[src/rtl/viterbi_ber_monitor_if.sv]
// Bus bundle for viterbi_ber_monitor: reference/decoded bit streams, clear, and statistics.
// Window outputs exist only when VITERBI_BER_WINDOW_EN is defined.
interface viterbi_ber_monitor_if #(
    parameter int CNT_W = 16
);
    logic             clear_i;
    logic             ref_valid_i;
    logic             ref_bit_i;
    logic             dec_valid_i;
    logic             dec_bit_i;
    logic [CNT_W-1:0] bit_count_o;
    logic [CNT_W-1:0] err_count_o;
    logic [CNT_W-1:0] burst_count_o;
    logic [CNT_W-1:0] max_burst_o;
    logic             locked_o;
    logic             lost_o;
    logic             ovf_o;
    logic             unf_o;
`ifdef VITERBI_BER_WINDOW_EN
    logic [CNT_W-1:0] win_err_o;
    logic             win_valid_o;
`endif

    modport master (
        output clear_i, ref_valid_i, ref_bit_i, dec_valid_i, dec_bit_i,
        input  bit_count_o, err_count_o, burst_count_o, max_burst_o,
        input  locked_o, lost_o, ovf_o, unf_o
`ifdef VITERBI_BER_WINDOW_EN
        , input win_err_o, win_valid_o
`endif
    );

    modport slave (
        input  clear_i, ref_valid_i, ref_bit_i, dec_valid_i, dec_bit_i,
        output bit_count_o, err_count_o, burst_count_o, max_burst_o,
        output locked_o, lost_o, ovf_o, unf_o
`ifdef VITERBI_BER_WINDOW_EN
        , output win_err_o, win_valid_o
`endif
    );
endinterface

[src/rtl/viterbi_ber_monitor.sv]
// Viterbi receive-side BER monitor: reference FIFO, 1-cycle compare, saturating stats, sync FSM.
// Optional per-window error count is enabled with VITERBI_BER_WINDOW_EN.
module viterbi_ber_monitor #(
    parameter int DEPTH       = 64,
    parameter int CNT_W       = 16,
    parameter int LOSS_THRESH = 8,
    parameter int WINDOW      = 256
) (
    input logic                 clk,
    input logic                 rst,
    viterbi_ber_monitor_if.slave bus
);
    localparam int AW = $clog2(DEPTH);
    localparam logic [1:0] IDLE  = 2'd0;
    localparam logic [1:0] TRACK = 2'd1;
    localparam logic [1:0] LOST  = 2'd2;
    localparam logic [CNT_W-1:0] THRESH = CNT_W'(LOSS_THRESH);

    if (DEPTH != (1 << AW) || WINDOW < 1 || LOSS_THRESH < 1) begin : g_bad_param
        $error("viterbi_ber_monitor: illegal parameter value");
    end

    function automatic logic [CNT_W-1:0] sat_inc(input logic [CNT_W-1:0] v);
        return (v == '1) ? v : v + 1'b1;
    endfunction

    logic [DEPTH-1:0] mem;
    logic [AW:0]      wr_ptr, rd_ptr;
    logic             empty, full, pop, push;

    logic             cmp_vld, cmp_err;
    logic [CNT_W-1:0] bit_cnt, err_cnt, burst_cnt, max_burst;
    logic [CNT_W-1:0] run, good;
    logic [CNT_W-1:0] run_inc, good_inc;
    logic [1:0]       state;
    logic             lost, ovf, unf;

    assign empty = (wr_ptr == rd_ptr);
    assign full  = (wr_ptr[AW] != rd_ptr[AW]) &&
                   (wr_ptr[AW-1:0] == rd_ptr[AW-1:0]);
    assign pop   = bus.dec_valid_i && !empty;
    // A full FIFO still accepts a push when the head leaves in the same cycle
    assign push  = bus.ref_valid_i && (!full || pop);

    assign run_inc  = sat_inc(run);
    assign good_inc = sat_inc(good);

    always_ff @(posedge clk) begin
        if (push)
            mem[wr_ptr[AW-1:0]] <= bus.ref_bit_i;
    end

    always_ff @(posedge clk or posedge rst) begin
        if (rst) begin
            wr_ptr    <= '0;
            rd_ptr    <= '0;
            cmp_vld   <= 1'b0;
            cmp_err   <= 1'b0;
            bit_cnt   <= '0;
            err_cnt   <= '0;
            burst_cnt <= '0;
            max_burst <= '0;
            run       <= '0;
            good      <= '0;
            state     <= IDLE;
            lost      <= 1'b0;
            ovf       <= 1'b0;
            unf       <= 1'b0;
        end else if (bus.clear_i) begin
            wr_ptr    <= '0;
            rd_ptr    <= '0;
            cmp_vld   <= 1'b0;
            cmp_err   <= 1'b0;
            bit_cnt   <= '0;
            err_cnt   <= '0;
            burst_cnt <= '0;
            max_burst <= '0;
            run       <= '0;
            good      <= '0;
            state     <= IDLE;
            lost      <= 1'b0;
            ovf       <= 1'b0;
            unf       <= 1'b0;
        end else begin
            if (push)
                wr_ptr <= wr_ptr + 1'b1;
            if (pop)
                rd_ptr <= rd_ptr + 1'b1;
            if (bus.ref_valid_i && full && !pop)
                ovf <= 1'b1;
            if (bus.dec_valid_i && empty)
                unf <= 1'b1;

            cmp_vld <= pop;
            cmp_err <= mem[rd_ptr[AW-1:0]] ^ bus.dec_bit_i;

            if (cmp_vld) begin
                bit_cnt <= sat_inc(bit_cnt);
                if (cmp_err) begin
                    err_cnt <= sat_inc(err_cnt);
                    run     <= run_inc;
                    good    <= '0;
                    if (run == '0)
                        burst_cnt <= sat_inc(burst_cnt);
                    if (run_inc > max_burst)
                        max_burst <= run_inc;
                end else begin
                    run  <= '0;
                    good <= good_inc;
                end

                unique case (state)
                    IDLE: state <= TRACK;
                    TRACK: begin
                        if (cmp_err && run_inc >= THRESH) begin
                            state <= LOST;
                            lost  <= 1'b1;
                        end
                    end
                    LOST: begin
                        if (!cmp_err && good_inc >= THRESH)
                            state <= TRACK;
                    end
                    default: state <= IDLE;
                endcase
            end
        end
    end

    assign bus.bit_count_o   = bit_cnt;
    assign bus.err_count_o   = err_cnt;
    assign bus.burst_count_o = burst_cnt;
    assign bus.max_burst_o   = max_burst;
    assign bus.locked_o      = (state == TRACK);
    assign bus.lost_o        = lost;
    assign bus.ovf_o         = ovf;
    assign bus.unf_o         = unf;

`ifdef VITERBI_BER_WINDOW_EN
    localparam int WW = $clog2(WINDOW) + 1;

    logic [WW-1:0]    win_cnt;
    logic [CNT_W-1:0] win_acc, win_acc_nxt, win_err;
    logic             win_valid;

    assign win_acc_nxt = cmp_err ? sat_inc(win_acc) : win_acc;

    always_ff @(posedge clk or posedge rst) begin
        if (rst) begin
            win_cnt   <= '0;
            win_acc   <= '0;
            win_err   <= '0;
            win_valid <= 1'b0;
        end else if (bus.clear_i) begin
            win_cnt   <= '0;
            win_acc   <= '0;
            win_err   <= '0;
            win_valid <= 1'b0;
        end else begin
            win_valid <= 1'b0;
            if (cmp_vld) begin
                if (win_cnt == WW'(WINDOW - 1)) begin
                    win_err   <= win_acc_nxt;
                    win_valid <= 1'b1;
                    win_cnt   <= '0;
                    win_acc   <= '0;
                end else begin
                    win_cnt <= win_cnt + 1'b1;
                    win_acc <= win_acc_nxt;
                end
            end
        end
    end

    assign bus.win_err_o   = win_err;
    assign bus.win_valid_o = win_valid;
`endif
endmodule

[src/flat_wrapper.sv]
// flat-port wrapper written by rule: the top's interface ports become plain ports
module viterbi_ber_monitor_flat 
#(
    parameter int DEPTH       = 64,
    parameter int CNT_W       = 16,
    parameter int LOSS_THRESH = 8,
    parameter int WINDOW      = 256
)
  (clk, rst, bus_clear_i, bus_ref_valid_i, bus_ref_bit_i, bus_dec_valid_i, bus_dec_bit_i, bus_bit_count_o, bus_err_count_o, bus_burst_count_o, bus_max_burst_o, bus_locked_o, bus_lost_o, bus_ovf_o, bus_unf_o);
  viterbi_ber_monitor_if #(.CNT_W(CNT_W)) bus_i ();
  input logic clk;
  input logic rst;
  input wire logic [$bits(bus_i.clear_i)-1:0] bus_clear_i;
  input wire logic [$bits(bus_i.ref_valid_i)-1:0] bus_ref_valid_i;
  input wire logic [$bits(bus_i.ref_bit_i)-1:0] bus_ref_bit_i;
  input wire logic [$bits(bus_i.dec_valid_i)-1:0] bus_dec_valid_i;
  input wire logic [$bits(bus_i.dec_bit_i)-1:0] bus_dec_bit_i;
  output wire logic [$bits(bus_i.bit_count_o)-1:0] bus_bit_count_o;
  output wire logic [$bits(bus_i.err_count_o)-1:0] bus_err_count_o;
  output wire logic [$bits(bus_i.burst_count_o)-1:0] bus_burst_count_o;
  output wire logic [$bits(bus_i.max_burst_o)-1:0] bus_max_burst_o;
  output wire logic [$bits(bus_i.locked_o)-1:0] bus_locked_o;
  output wire logic [$bits(bus_i.lost_o)-1:0] bus_lost_o;
  output wire logic [$bits(bus_i.ovf_o)-1:0] bus_ovf_o;
  output wire logic [$bits(bus_i.unf_o)-1:0] bus_unf_o;
  assign bus_i.clear_i = bus_clear_i;
  assign bus_i.ref_valid_i = bus_ref_valid_i;
  assign bus_i.ref_bit_i = bus_ref_bit_i;
  assign bus_i.dec_valid_i = bus_dec_valid_i;
  assign bus_i.dec_bit_i = bus_dec_bit_i;
  assign bus_bit_count_o = bus_i.bit_count_o;
  assign bus_err_count_o = bus_i.err_count_o;
  assign bus_burst_count_o = bus_i.burst_count_o;
  assign bus_max_burst_o = bus_i.max_burst_o;
  assign bus_locked_o = bus_i.locked_o;
  assign bus_lost_o = bus_i.lost_o;
  assign bus_ovf_o = bus_i.ovf_o;
  assign bus_unf_o = bus_i.unf_o;
  viterbi_ber_monitor #(.DEPTH(DEPTH), .CNT_W(CNT_W), .LOSS_THRESH(LOSS_THRESH), .WINDOW(WINDOW)) u_core (.clk(clk), .rst(rst), .bus(bus_i));
endmodule
[config.mk]
export PLATFORM = sky130hd
export DESIGN_NAME = viterbi_ber_monitor_flat
export DESIGN_NICKNAME = d
export VERILOG_FILES = /design/src/rtl/viterbi_ber_monitor_if.sv /design/src/rtl/viterbi_ber_monitor.sv /design/src/flat_wrapper.sv
export SDC_FILE = /design/constraint.sdc
export NUM_CORES = 1
export LEC_CHECK = 0
export CAP_MARGIN = 20
export CELL_PAD_IN_SITES_DETAIL_PLACEMENT = 0
export CELL_PAD_IN_SITES_GLOBAL_PLACEMENT = 1
export CORE_UTILIZATION = 42
export CTS_CLUSTER_DIAMETER = 200
export DETAILED_ROUTE_END_ITERATION = 12
export GPL_ROUTABILITY_DRIVEN = 0
export PLACE_DENSITY_LB_ADDON = 0.1
export RECOVER_POWER = 25
export SETUP_SLACK_MARGIN = 0.4
export SYNTH_ARGS = -nofsm -noshare
export SYNTH_HDL_FRONTEND = slang
export SYNTH_SLANG_ARGS = --single-unit
[constraint.sdc]
create_clock -name clk -period 3.96 [get_ports clk]
set_clock_uncertainty 0.05 [all_clocks]
set_input_delay 0.792 -clock clk [delete_from_list [all_inputs] [get_ports clk]]
set_output_delay 0.792 -clock clk [all_outputs]
set_load 0.01 [all_outputs]
==> results <==
- The endpoint of the worst register-to-register path is u_core.bus.max_burst_o[15]$_DFFE_PP0P_.
- The routed layout has about 7,400 vias.
- The post-layout utilization of the core is 0.506.
- The post-CTS clock slew at the launch and capture registers of the worst setup and hold paths is 0.07 ns.
- The share of total power dissipated in sequential elements is 0.467.
- The final design area excluding fillers is 11,500 µm².
- At the pin with the least slew margin, the transition time is 2.32 ns.
- The maximum buffer depth of the clock tree is 2.
- The setup TNS is 0 ns.
- The critical path start-end classification is reg -> reg.
- The switching part of the total is 0.273.
- The setup check on the worst reg-to-reg path leaves a slack of 0.61 ns.
- The number of nets handed over by synthesis was slightly above 1,000.
- The detailed-routing iteration count for the pre-antenna-repair pass is 7.
- For this run the aggregate overflow at the end of global routing stands at 0.
- The internal power summed over all cells is ~3.2 mW.
- The shortest period the worst path allows is about 3.4 ns.
- The wire length of the first global-routing pass is just under 40,000 µm.
- The startpoint kind of the worst setup timing path is a flip-flop.
- The dominant register cell in the synthesized netlist is dfrtp_1.
- Of the post-synthesis cell area, the part taken by muxes is 0.0569.
- The worst hold path terminates at u_core.bus.lost_o$_DFFE_PP0P_.
- The die is between 150 and 200 µm wide.
- The tree is rooted in a clkbuf_16.
- The total power consumption of the routed design is approximately 4.4 mW.
- The final routed wire length divided by cell count is approximately 18 µm.
- Buffers placed on the I/O ports in this run total 74.
- The most area-hungry cell type in the Yosys netlist is dfrtp_1.
- The final layout contains between 1,000 and 1,500 nets.
- The total area of multi-input combinational cells is 4570 µm².
- The number of antenna-violating nets in the routed design is 0.
- The max-slew violation count is 65.
- Counting flops with a built-in enable in the synthesized netlist gives between 60 and 70.
- For this run, the total global-route usage over all layers was measured as 0.210.
- In this run the power spent charging and discharging nets is 1.19 mW.
- After floorplanning, the core was divided into 55 placement rows.
- The H-tree generated during clock tree synthesis spans 4 levels.
- Dividing the final minimum period by the clock period gives 0.846.
- The type of element capturing the critical path is a flip-flop.
- The mean area per synthesized cell is ~10 µm².
- The tightest min-delay check is of the reg -> reg type.
- The length in cells of the worst reg-to-reg path is 14.
- TritonCTS built the clock tree.
- The proportion of netlist area held by the largest area contributor is 0.299.
- The number of clock buffers inserted by TritonCTS is 17.
- The number of hold violations in the final report is 0.
- VDD sags by at most roughly 0.26 mV.
- The startpoint of the most critical setup path is u_core.run[0]$_DFFE_PP0N_.
- The number of distinct library cells after synthesis is 61.
- The total leakage power is approximately 4.4 nW.
- The combinational share of power is 0.111.
- The cell area that synthesis handed to floorplanning was between 9000 and 10,000 µm².
- After legalization and detailed placement, the total HPWL measured 16,300 µm.
- After the flow finishes, the layout carries non-filler instances totaling 1,329.
- The relative slew slack is -0.546.
- The cell area power density is 379 nW/µm².
- The arrival time at the worst endpoint is roughly 3.7 ns.
- The final reports fail on capacitance limit, slew limit.
- The height of the die is 155 µm.
- The fraction of layout cells with a size suffix above 1 is 0.108.
- Ranked by total cell area, the synthesized netlist is headed by dfrtp_1, edfxtp_1, nor2_1, mux4_2, xor2_1.
- The die area is ~24,000 µm².
- In this run, synthesis produced a sequential element count of approximately 180.
- Counting the fill cells in the layout gives approximately 2,100.
- The sequential cell area is just under 5000 µm².
- In the layout the commonest cells are nor2_1, dfrtp_1, clkdlybuf4s50_1.
- The area fraction in compound gates after synthesis is 0.108.
- By area, the combinational part of the netlist is dominated by simple AND/OR/NAND/NOR gates.
- Along the worst path, the maximum fanout reaches 10.
- The part of the power in the clock network is 0.423.
- The least setup slack across all paths after layout is slightly above 0.6 ns.
- In this run, post-CTS hold repair placed 0 buffers.
- The number of sinks driven by the clock tree is 181.
- The simple-gate share of the synthesized area is 0.208.
- Setup repair after global routing left no endpoint under its margin.
- Hold timing on the final database bottoms out at a slack of 0.471 ns.
- In this run the critical register-to-register path is launched from u_core.run[0]$_DFFE_PP0N_.
- Counting flops with an async set or reset pin after synthesis yields a share of 0.646.
- The placed instances occupy a cell area of roughly 11,000 µm².
- The via count of the first global-routing pass is about 7,200.
- The number of warnings issued by yosys is 0.
- The share of the synthesized netlist area taken by xor and xnor gates is 0.0591.
- The max-capacitance violation count is 1.
- The number of cells produced by synthesis is ~980.
- The run finished, with violations left.
- For this configuration, the core starts out at a cell density of 0.431.
- 0 antenna diodes ended up in the layout.
- For this run, design rule violations remaining after detail routing come to 0.
- After detailed placement, the design holds a cell count of 1,294.
- The initial antenna violation count is 0.
- In this run the count of I/O pins placed on the die edge is 75.
- The final setup violation count is 0.
- The final wirelength is 24,200 µm.
- The most frequent standard cell in the layout excluding fill and tap cells is nor2_1.
- The clock insertion delay at the later pin of the skew report is between 0.4 and 0.5 ns.
- The launch instance of the worst min-delay path is u_core.bus.lost_o$_DFFE_PP0P_.
- The sequential fraction of the synthesis area is 0.496.
- Relative to the synthesized area, the layout overhead comes to 17.4%.
- The adder and majority cell fraction of the synthesized area is 0.0294.
- The worst-case setup slack after placement is 0.329 ns.
- For the worst setup path, the data required time is between 4 and 5 ns.
- For this run, the top clock speed supported by timing is 298 MHz.
- The area of the placeable core is ~23,000 µm².
- The hold path depth is 2.
- After the first detailed-routing iteration, the DRC count stood at approximately 490.
- Entering global routing, the biggest net connects 65 pins.
- Dividing the detail-routed via count by the number of cells gives ~5.6.
worst max path at each step:
stage | to | slack, ns | cells after the start
after detailed placement | u_core.bus.max_burst_o[12]$_DFFE_PP0P_ | 0.33 | 13
after global placement | u_core.bus.max_burst_o[3]$_DFFE_PP0P_ | 0.44 | 11
after floorplan | u_core.bus.max_burst_o[0]$_DFFE_PP0P_ | 0.70 | 16
after CTS | u_core.bus.max_burst_o[1]$_DFFE_PP0P_ | 0.39 | 11
final | u_core.bus.max_burst_o[15]$_DFFE_PP0P_ | 0.61 | 14
after global routing | u_core.bus.max_burst_o[1]$_DFFE_PP0P_ | 0.40 | 15
sequential cells by signal, summed over array words and instances (netlist names):
register                  cells
u_core.cmp_err                1
u_core.bus.err_count_o       16
u_core.state                  2
u_core.good                  16
u_core.bus.unf_o              1
u_core.mem                   64
u_core.bus.lost_o             1
u_core.bus.burst_count_o     16
u_core.run                   16
u_core.cmp_vld                1
u_core.bus.ovf_o              1
u_core.rd_ptr                 7
u_core.bus.bit_count_o       16
u_core.wr_ptr                 7
u_core.bus.max_burst_o       16
cells in the mapped netlist (7+ instances only):
cell type	n
nor2_1	147
dfrtp_1	117
edfxtp_1	64
nand2_1	62
nand3_1	62
a21oi_1	53
xor2_1	41
inv_1	40
o21ai_0	38
clkbuf_1	34
nand4_1	26
xnor2_1	25
ha_1	23
buf_2	22
and3_1	20
mux4_2	20
nor3_1	20
or3_1	13
and4_1	12
o21ai_1	10
a22o_1	9
a31oi_1	7
and2_1	7
nand3b_1	7
o31ai_1	7
power groups by stage:
stage / sequential, mW / clock, mW / combinational (mW)
after floorplan: 2.04 / 0 / 0.344
after global placement: 2.07 / 0 / 0.482
after detailed placement: 2.07 / 0 / 0.484
after CTS: 2.03 / 1.89 / 0.485
after global routing: 2.04 / 1.95 / 0.529
final: 2.03 / 1.84 / 0.481
critical path: stages, from the launching register on:
cell and delay [ns]:
dfrtp_2 0.44, ha_1 0.24, and3_2 0.29, nand4_4 0.16
nand4_1 0.17, xnor2_2 0.27, ha_1 0.29, a21o_1 0.16
a21o_1 0.16, a21o_1 0.18, o2111ai_2 0.21, and3_4 0.25
buf_4 0.18, o21ai_1 0.08, a21oi_1 0.15
routing by layer:
metal  wire (µm)  GRT usage
met1       11500      0.284
met2       11800      0.348
met3         628     0.0378
met4         349     0.0509
met5           0          0
kinds of logic after synthesis:
group                    count (synthesis)
XOR/XNOR                                66
multiplexers                            29
buffers and inverters                  103
flip-flops                             181
AND/OR/NAND/NOR                        407
adder cells (fa/ha/maj)                 23
AO/OA/AOI/OAI                          168
final cells by class:
| class | instances | area share |
|---|---|---|
| timing repair buffer | 98 | 0.0791 |
| sequential | 181 | 0.423 |
| clock inverter | 15 | 0.0191 |
| multi-input combinational | 693 | 0.398 |
| tap | 285 | 0.0310 |
| clock buffer | 17 | 0.0370 |
| inverter | 40 | 0.0132 |
timing repair:
item                       in CTS  in global routing
buffers inserted                0                  3
setup endpoints to repair      12                 16
gates resized for setup         2                 18
pin swaps                       0                  1
No activity file was read; power rests on OpenSTA's default activity.
